===== config.mk =====
export PLATFORM = sky130hd
export DESIGN_NAME = char_scroller
export DESIGN_NICKNAME = d
export VERILOG_FILES = /design/src/rtl/char_pkg.sv /design/src/rtl/glyph_rom.sv /design/src/rtl/char_scroller.sv
export SDC_FILE = /design/constraint.sdc
export NUM_CORES = 1
export LEC_CHECK = 0
export ABC_AREA = 1
export CORE_MARGIN = 5
export CORE_UTILIZATION = 55
export CTS_CLUSTER_SIZE = 40
export DETAILED_ROUTE_END_ITERATION = 10
export GPL_TIMING_DRIVEN = 0
export PLACE_DENSITY = 0.77
export SLEW_MARGIN = 25
export SYNTH_ARGS = -nofsm -noshare
export SYNTH_HDL_FRONTEND = slang
export SYNTH_MEMORY_MAX_BITS = 65536
export SYNTH_SLANG_ARGS = --single-unit

===== constraint.sdc =====
create_clock -name clk -period 2.2 [get_ports clk]
set_input_delay 0.44 -clock clk [delete_from_list [all_inputs] [get_ports clk]]
set_output_delay 0.44 -clock clk [all_outputs]
set_load 0.05 [all_outputs]

===== src/rtl/char_pkg.sv =====
`default_nettype none
// ============================================================================
//  Module      : char_pkg
//  Description : Shared definitions for the character scroller. Holds the
//                default glyph size, the FSM state encoding, the blank-glyph
//                constant and the 6x6 base font used by glyph_rom.
//                The base font is stored row-major with row 0 / column 0 in
//                the MSB, so each literal reads top-left to bottom-right.
//  Revision    : 1.0 - initial release
// ============================================================================
package char_pkg;

   localparam int GLYPH_W_DEF = 6;
   localparam int GLYPH_H_DEF = 6;

   // Native size of the stored font; other window sizes crop or zero-pad it.
   localparam int BASE_DIM  = 6;
   localparam int BASE_BITS = BASE_DIM * BASE_DIM;

   typedef enum logic [1:0] {
      ST_IDLE  = 2'd0,
      ST_LOAD  = 2'd1,
      ST_SHIFT = 2'd2,
      ST_GAP   = 2'd3
   } state_t;

   localparam logic [BASE_BITS-1:0] BLANK_GLYPH = '0;

   // Each literal is row0_row1_..._row5; within a row the first bit is the
   // leftmost column.
   function automatic logic [BASE_BITS-1:0] base_glyph(input logic [7:0] code);
      logic [BASE_BITS-1:0] g;
      case (code)
         8'h41: g = 36'b011110_110011_110011_111111_110011_110011; // A
         8'h42: g = 36'b111110_110011_111110_110011_110011_111110; // B
         8'h43: g = 36'b011111_110000_110000_110000_110000_011111; // C
         8'h44: g = 36'b111110_110011_110011_110011_110011_111110; // D
         8'h45: g = 36'b111111_110000_111110_110000_110000_111111; // E
         8'h46: g = 36'b111111_110000_111110_110000_110000_110000; // F
         8'h47: g = 36'b011111_110000_110000_110111_110011_011111; // G
         8'h48: g = 36'b110011_110011_111111_110011_110011_110011; // H
         8'h49: g = 36'b111111_001100_001100_001100_001100_111111; // I
         8'h4A: g = 36'b000011_000011_000011_000011_110011_011110; // J
         8'h4B: g = 36'b110011_110110_111100_111100_110110_110011; // K
         8'h4C: g = 36'b110000_110000_110000_110000_110000_111111; // L
         8'h4D: g = 36'b100001_110011_101101_100001_100001_100001; // M
         8'h4E: g = 36'b100001_110001_101001_100101_100011_100001; // N
         8'h4F: g = 36'b011110_110011_110011_110011_110011_011110; // O
         8'h50: g = 36'b111110_110011_110011_111110_110000_110000; // P
         8'h51: g = 36'b011110_110011_110011_110011_110110_011011; // Q
         8'h52: g = 36'b111110_110011_110011_111110_110110_110011; // R
         8'h53: g = 36'b011111_110000_011110_000011_000011_111110; // S
         8'h54: g = 36'b111111_001100_001100_001100_001100_001100; // T
         8'h55: g = 36'b110011_110011_110011_110011_110011_011110; // U
         8'h56: g = 36'b110011_110011_110011_110011_011110_001100; // V
         8'h57: g = 36'b100001_100001_100001_101101_110011_100001; // W
         8'h58: g = 36'b110011_011110_001100_001100_011110_110011; // X
         8'h59: g = 36'b110011_110011_011110_001100_001100_001100; // Y
         8'h5A: g = 36'b111111_000110_001100_011000_110000_111111; // Z
         8'h30: g = 36'b011110_110011_110111_111011_110011_011110; // 0
         8'h31: g = 36'b001100_011100_001100_001100_001100_011110; // 1
         8'h32: g = 36'b011110_110011_000110_001100_011000_111111; // 2
         8'h33: g = 36'b111110_000011_011110_000011_000011_111110; // 3
         8'h34: g = 36'b000110_001110_010110_111111_000110_000110; // 4
         8'h35: g = 36'b111111_110000_111110_000011_000011_111110; // 5
         8'h36: g = 36'b011110_110000_111110_110011_110011_011110; // 6
         8'h37: g = 36'b111111_000011_000110_001100_011000_011000; // 7
         8'h38: g = 36'b011110_110011_011110_110011_110011_011110; // 8
         8'h39: g = 36'b011110_110011_110011_011111_000011_011110; // 9
         8'h21: g = 36'b001100_001100_001100_001100_000000_001100; // !
         default: g = BLANK_GLYPH;
      endcase
      return g;
   endfunction

endpackage
`default_nettype wire


===== src/rtl/glyph_rom.sv =====
`default_nettype none
// ============================================================================
//  Module      : glyph_rom
//  Description : Character code to glyph bitmap lookup with one cycle of
//                registered latency. Output row r sits at
//                [r*GLYPH_W +: GLYPH_W] with bit GLYPH_W-1 as the leftmost
//                column. Unknown codes give an all-zero glyph.
//  Ports       : clk   - clock
//                rst_n - asynchronous active-low reset
//                code  - 8-bit character code
//                glyph - registered GLYPH_W*GLYPH_H bitmap
//  Revision    : 1.0 - initial release
// ============================================================================
module glyph_rom
   import char_pkg::*;
#(
   parameter int GLYPH_W = GLYPH_W_DEF,
   parameter int GLYPH_H = GLYPH_H_DEF
) (
   input  logic                       clk,
   input  logic                       rst_n,
   input  logic [7:0]                 code,
   output logic [GLYPH_W*GLYPH_H-1:0] glyph
);

   logic [BASE_BITS-1:0]       base;
   logic [GLYPH_W*GLYPH_H-1:0] mapped;

   always_comb base = base_glyph(code);

   // Re-pack the fixed 6x6 font into the window geometry: crop when the
   // window is smaller, pad right/bottom with blanks when it is larger.
   for (genvar r = 0; r < GLYPH_H; r++) begin : g_row
      for (genvar c = 0; c < GLYPH_W; c++) begin : g_col
         if (r < BASE_DIM && c < BASE_DIM) begin : g_font
            assign mapped[r*GLYPH_W + GLYPH_W-1-c] = base[BASE_BITS-1 - (r*BASE_DIM + c)];
         end else begin : g_pad
            assign mapped[r*GLYPH_W + GLYPH_W-1-c] = 1'b0;
         end
      end
   end

   always_ff @(posedge clk or negedge rst_n) begin
      if (!rst_n) glyph <= '0;
      else        glyph <= mapped;
   end

endmodule
`default_nettype wire


===== src/rtl/char_scroller.sv =====
`default_nettype none
// ============================================================================
//  Module      : char_scroller
//  Description : Scrolls characters leftwards through a GLYPH_W x GLYPH_H
//                window, one column per scroll tick, with GAP blank columns
//                after each glyph and a one-entry input holding register.
//  Ports       : clk        - clock
//                rst_n      - asynchronous active-low reset
//                enable     - run the tick divider and scrolling
//                step_div   - tick period minus one, in clk cycles
//                char_in    - ASCII code to display
//                char_valid - char_in valid
//                char_ready - holding register empty
//                frame      - window image, row r at [r*GLYPH_W +: GLYPH_W]
//                frame_upd  - one-cycle pulse when frame changes
//                busy       - FSM not idle
//  Revision    : 1.0 - initial release
// ============================================================================
module char_scroller
   import char_pkg::*;
#(
   parameter int GLYPH_W = GLYPH_W_DEF,
   parameter int GLYPH_H = GLYPH_H_DEF,
   parameter int GAP     = 1,
   parameter int DIV_W   = 16
) (
   input  logic                       clk,
   input  logic                       rst_n,
   input  logic                       enable,
   input  logic [DIV_W-1:0]           step_div,
   input  logic [7:0]                 char_in,
   input  logic                       char_valid,
   output logic                       char_ready,
   output logic [GLYPH_W*GLYPH_H-1:0] frame,
   output logic                       frame_upd,
   output logic                       busy
);

   localparam int              CW       = $clog2(GLYPH_W);
   localparam logic [CW-1:0]   LAST_COL = CW'(GLYPH_W - 1);
   localparam logic [2:0]      GAP_LAST = (GAP > 0) ? 3'(GAP - 1) : 3'd0;

   state_t                     state;
   logic                       hold_valid;
   logic [7:0]                 hold_char;
   logic [7:0]                 cur_char;
   logic [CW-1:0]              col;
   logic [2:0]                 gap_cnt;
   logic [DIV_W-1:0]           div_cnt;
   logic                       tick_pend;

   logic                       tick;
   logic                       advance;
   logic [GLYPH_W*GLYPH_H-1:0] glyph;
   logic [CW-1:0]              col_rev;
   logic [GLYPH_H-1:0]         glyph_col;
   logic [GLYPH_H-1:0]         ins_col;
   logic [GLYPH_W*GLYPH_H-1:0] shifted;

   assign char_ready = ~hold_valid;
   assign tick       = enable && (div_cnt == step_div);
   // A tick that landed during LOAD is replayed on the first SHIFT cycle.
   assign advance    = tick || (tick_pend && enable);

   // cur_char is stable from LOAD onwards, so the glyph is valid in SHIFT
   // even if a new character is captured into the holding register.
   glyph_rom #(
      .GLYPH_W (GLYPH_W),
      .GLYPH_H (GLYPH_H)
   ) u_glyph_rom (
      .clk   (clk),
      .rst_n (rst_n),
      .code  (cur_char),
      .glyph (glyph)
   );

   assign col_rev = LAST_COL - col;
   assign ins_col = (state == ST_SHIFT) ? glyph_col : '0;

   for (genvar r = 0; r < GLYPH_H; r++) begin : g_line
      logic [GLYPH_W-1:0] row_bits;
      assign row_bits     = glyph[r*GLYPH_W +: GLYPH_W];
      assign glyph_col[r] = row_bits[col_rev];
      // Leftmost column falls off, new column enters on the right.
      assign shifted[r*GLYPH_W +: GLYPH_W] = {frame[r*GLYPH_W +: GLYPH_W-1], ins_col[r]};
   end

   always_ff @(posedge clk or negedge rst_n) begin
      if (!rst_n) begin
         state      <= ST_IDLE;
         frame      <= '0;
         frame_upd  <= 1'b0;
         busy       <= 1'b0;
         hold_valid <= 1'b0;
         hold_char  <= '0;
         cur_char   <= '0;
         col        <= '0;
         gap_cnt    <= '0;
         div_cnt    <= '0;
         tick_pend  <= 1'b0;
      end else begin
         frame_upd <= 1'b0;

         if (enable) div_cnt <= tick ? '0 : div_cnt + 1'b1;

         // Capture only when empty; a release below only happens when full,
         // so the two never collide.
         if (char_valid && !hold_valid) begin
            hold_valid <= 1'b1;
            hold_char  <= char_in;
         end

         case (state)
            ST_IDLE: begin
               if (tick) begin
                  frame     <= shifted;
                  frame_upd <= 1'b1;
               end
               if (hold_valid) begin
                  state      <= ST_LOAD;
                  busy       <= 1'b1;
                  hold_valid <= 1'b0;
                  cur_char   <= hold_char;
               end
            end

            ST_LOAD: begin
               tick_pend <= tick;
               col       <= '0;
               state     <= ST_SHIFT;
            end

            ST_SHIFT: begin
               if (advance) begin
                  frame     <= shifted;
                  frame_upd <= 1'b1;
                  tick_pend <= 1'b0;
                  if (col == LAST_COL) begin
                     col     <= '0;
                     gap_cnt <= '0;
                     if (GAP > 0) begin
                        state <= ST_GAP;
                     end else if (hold_valid) begin
                        state      <= ST_LOAD;
                        hold_valid <= 1'b0;
                        cur_char   <= hold_char;
                     end else begin
                        state <= ST_IDLE;
                        busy  <= 1'b0;
                     end
                  end else begin
                     col <= col + 1'b1;
                  end
               end
            end

            ST_GAP: begin
               if (tick) begin
                  frame     <= shifted;
                  frame_upd <= 1'b1;
                  if (gap_cnt == GAP_LAST) begin
                     gap_cnt <= '0;
                     if (hold_valid) begin
                        state      <= ST_LOAD;
                        hold_valid <= 1'b0;
                        cur_char   <= hold_char;
                     end else begin
                        state <= ST_IDLE;
                        busy  <= 1'b0;
                     end
                  end else begin
                     gap_cnt <= gap_cnt + 1'b1;
                  end
               end
            end

            default: begin
               state <= ST_IDLE;
               busy  <= 1'b0;
            end
         endcase
      end
   end

endmodule
`default_nettype wire

==> impl_metrics.json <==
{
  "ys_types": 36,
  "ir_worst_vdd_uv": 967,
  "nets": 1098,
  "fin_ws_ns": -0.0104,
  "end_kind": "flip-flop",
  "synth_area_per_cell_sq_um": 7.21,
  "die_h_um": 122,
  "rsz0062_at_grt": "yes",
  "violations": "negative setup slack",
  "ant_nets": 0,
  "max_cap_violations": 0,
  "syn_nets": 1008,
  "fin_skew_ns": 0.00797,
  "antenna_found_initial": 0,
  "cpMaxStageDelayCell": "clkbuf_1",
  "required_ns": 2.53,
  "hold_viol_final": 0,
  "startpoint_type": "flip-flop",
  "synth-seq-cells": 116,
  "cts_tree": "yes",
  "cpLargestDelayFamily": "buffers and inverters",
  "rows": 41,
  "ff2ff_path_depth": 6,
  "layout_common_cells": "nand2_1 (249), dfrtp_1 (113), inv_1 (87), nor2_1 (87), nand3_1 (84)",
  "tightest_slew_ns": 0.603,
  "num-fill-cells": 1067,
  "root_buffer": "clkbuf_16",
  "path_cells": "clkbuf_1 -> clkbuf_1 -> nor2_1 -> a21oi_1 -> o21ai_0 -> a21oi_1",
  "area_delta_synth_final_pct": 23.3,
  "cp.arrival_ns": 2.54,
  "crit_type": "reg -> reg",
  "ioPinCount": 67,
  "status": "finished with violations",
  "first_iter_violations": 798,
  "cp_num_buf_inv": 2,
  "wl_per_cell_um": 17.3,
  "place_congestion": 1.07,
  "vias": 7091,
  "drcViolationCount": 0,
  "hold_path_class": "reg -> reg",
  "start_util": 0.555,
  "dp_slack_ns": -0.405,
  "first_global_vias": 6759,
  "r2r_start": "cur_char[3]",
  "finalCritPeriodShare": 1.00,
  "final_common_cell": "nand2_1",
  "slew_viol_final": 0,
  "syn_inst": 963,
  "setup_viol": 1,
  "grt_max_degree": 64,
  "crit_fanout": 10,
  "placed_cells": 1202,
  "drt_wl_total_mm": 21.4,
  "dpl_cell_area_sq_um": 7850,
  "numCtsBuffers": 17,
  "r2r-end": "u_glyph_rom.glyph[15]",
  "cts_buffer_depth": 2,
  "grt_usage": 0.294,
  "numPortBuffers": 66,
  "diodes": 0,
  "p_leak_nw": 4.22,
  "clock_latency_ns": 0.41,
  "core_sq_um": 12500,
  "fmax_mhz": 452,
  "finalCriticalPeriod_ns": 2.21,
  "instances_no_fill": 1238,
  "die_x_um": 122,
  "crit_cells": 6,
  "crit_start": "cur_char[3]",
  "gr-total-overflow": 0,
  "max-slew-margin-rel": 0.598,
  "p_per_area_nw_per_um2": 1760,
  "yosys_warnings": 0,
  "dieArea_sq_um": 15000,
  "clock-sinks": 116,
  "cts_htree_levels": 4,
  "timing.critical_path.to": "u_glyph_rom.glyph[15]",
  "yosysSeqAreaShare": 0.418,
  "drt_pass1_iterations": 7,
  "drive_gt1_frac": 0.0976,
  "post-dp-hpwl_mm": 15.7,
  "rrSetupSlack_ns": -0.01,
  "path_clk_slew_ns": 0.06,
  "syn_area_sq_um": 6940,
  "max_stage_delay_ns": 0.53,
  "grt_pass1_wl_mm": 34.2,
  "avgViaCountPerCell": 5.73,
  "tns_ns": -0.0104,
  "fin_area_sq_um": 8560
}
-- metal layers --
metal,share of wire,up-vias,global-route usage
li1,-,3342,-
met1,0.39,3255,0.361
met2,0.48,383,0.491
met3,0.074,111,0.0530
met4,0.054,0,0.162
met5,0,-,0
-- logic make-up after synthesis --
logic type	count (synthesis)	synth area share
buffers and inverters	145	0.0890
AND/OR/NAND/NOR	480	0.294
flip-flops	116	0.418
AO/OA/AOI/OAI	194	0.152
adder cells (fa/ha/maj)	17	0.0306
multiplexers	7	0.0114
XOR/XNOR	4	0.00505
-- cell type report --
type	instances	area, sq um	share of cell area
Inverter	103	393	0.0459
Clock inverter	10	146	0.0171
Multi-Input combinational cell	702	3460	0.405
Clock buffer	22	474	0.0554
Buffer	42	236	0.0276
Tap cell	172	215	0.0251
Timing Repair Buffer	71	721	0.0842
Sequential cell	116	2910	0.340
-- state kept, by name, indices dropped and copies added (netlist names) --
register / count
frame: 36
u_glyph_rom.glyph: 36
div_cnt: 16
cur_char: 8
hold_char: 8
col: 3
gap_cnt: 3
state: 2
busy: 1
frame_upd: 1
hold_valid: 1
tick_pend: 1
-- worst reg2reg max path, stage by stage (launching register included) --
cell and delay, ns:
dfrtp_1 0.37, clkbuf_1 0.39, clkbuf_1 0.53, nor2_1 0.15
a21oi_1 0.31, o21ai_0 0.21, a21oi_1 0.18
-- through the flow --
| stage | util | power (mW) | hold slack [ns] |
|---|---|---|---|
| global route | 0.684 | 15.9 | 0.490 |
| detailed placement | 0.627 | 11.7 | 0.420 |
| floorplan | - | 9.21 | 0.144 |
| global placement | 0.625 | 11.7 | 0.454 |
| finish | 0.684 | 15.0 | 0.471 |
| CTS | 0.680 | 14.7 | 0.479 |
-- cells in the mapped netlist --
cell type | count | area share
nand3b_1 | 1 | 0.0011
nor3_1 | 25 | 0.018
clkbuf_1 | 24 | 0.013
or2_2 | 4 | 0.0036
a21oi_4 | 1 | 0.0023
a21oi_1 | 78 | 0.056
ha_1 | 17 | 0.031
a211oi_1 | 2 | 0.0022
buf_6 | 7 | 0.011
o311ai_0 | 1 | 0.0013
o22ai_1 | 6 | 0.0054
o21ai_1 | 6 | 0.0043
nand3_2 | 1 | 0.0014
nor2_1 | 91 | 0.049
buf_4 | 3 | 0.0032
nand3_4 | 2 | 0.0050
mux2_2 | 7 | 0.011
clkinv_1 | 4 | 0.0022
o21a_1 | 14 | 0.015
xnor2_1 | 3 | 0.0038
o211ai_1 | 4 | 0.0043
xor2_1 | 1 | 0.0013
nand2_1 | 251 | 0.14
buf_2 | 5 | 0.0036
o221ai_1 | 2 | 0.0025
nand2_2 | 5 | 0.0045
inv_2 | 10 | 0.0054
dfrtp_1 | 116 | 0.42
nor2_2 | 3 | 0.0027
a31oi_1 | 4 | 0.0036
o21ai_0 | 76 | 0.055
inv_1 | 89 | 0.048
buf_1 | 2 | 0.0011
nand3_1 | 84 | 0.061
nand4_1 | 13 | 0.012
clkbuf_4 | 1 | 0.0011
-- where the power goes --
part	switching, mW	internal (mW)	total (mW)
sequential	0.593	2.95	3.54
clock	0.983	1.88	2.86
combinational	5.96	2.67	8.63
total	7.54	7.50	15.0
-- repair_timing --
| item | CTS | global route |
|---|---|---|
| endpoints found under the hold margin | 19 | 0 |
| hold buffers | 1 | 0 |
| endpoints found under the setup margin | 37 | 37 |
| pin swaps | 0 | 0 |
| buffers inserted | 3 | 0 |
| resized for setup | 10 | 24 |
-- worst min path at each step --
stage | cells after the start | from | endpoint | slack [ns]
6_report | 2 | frame[5] | frame[5] | 0.47
5_1_grt | 2 | frame[23] | frame[23] | 0.49
4_1_cts | 2 | frame[5] | frame[5] | 0.48
3_5_place_dp | 1 | rst_n | hold_char[1] | 0.42
3_3_place_gp | 2 | tick_pend | tick_pend | 0.45
2_1_floorplan | 0 | rst_n | busy | 0.14
(Power assumes the default switching activity.)
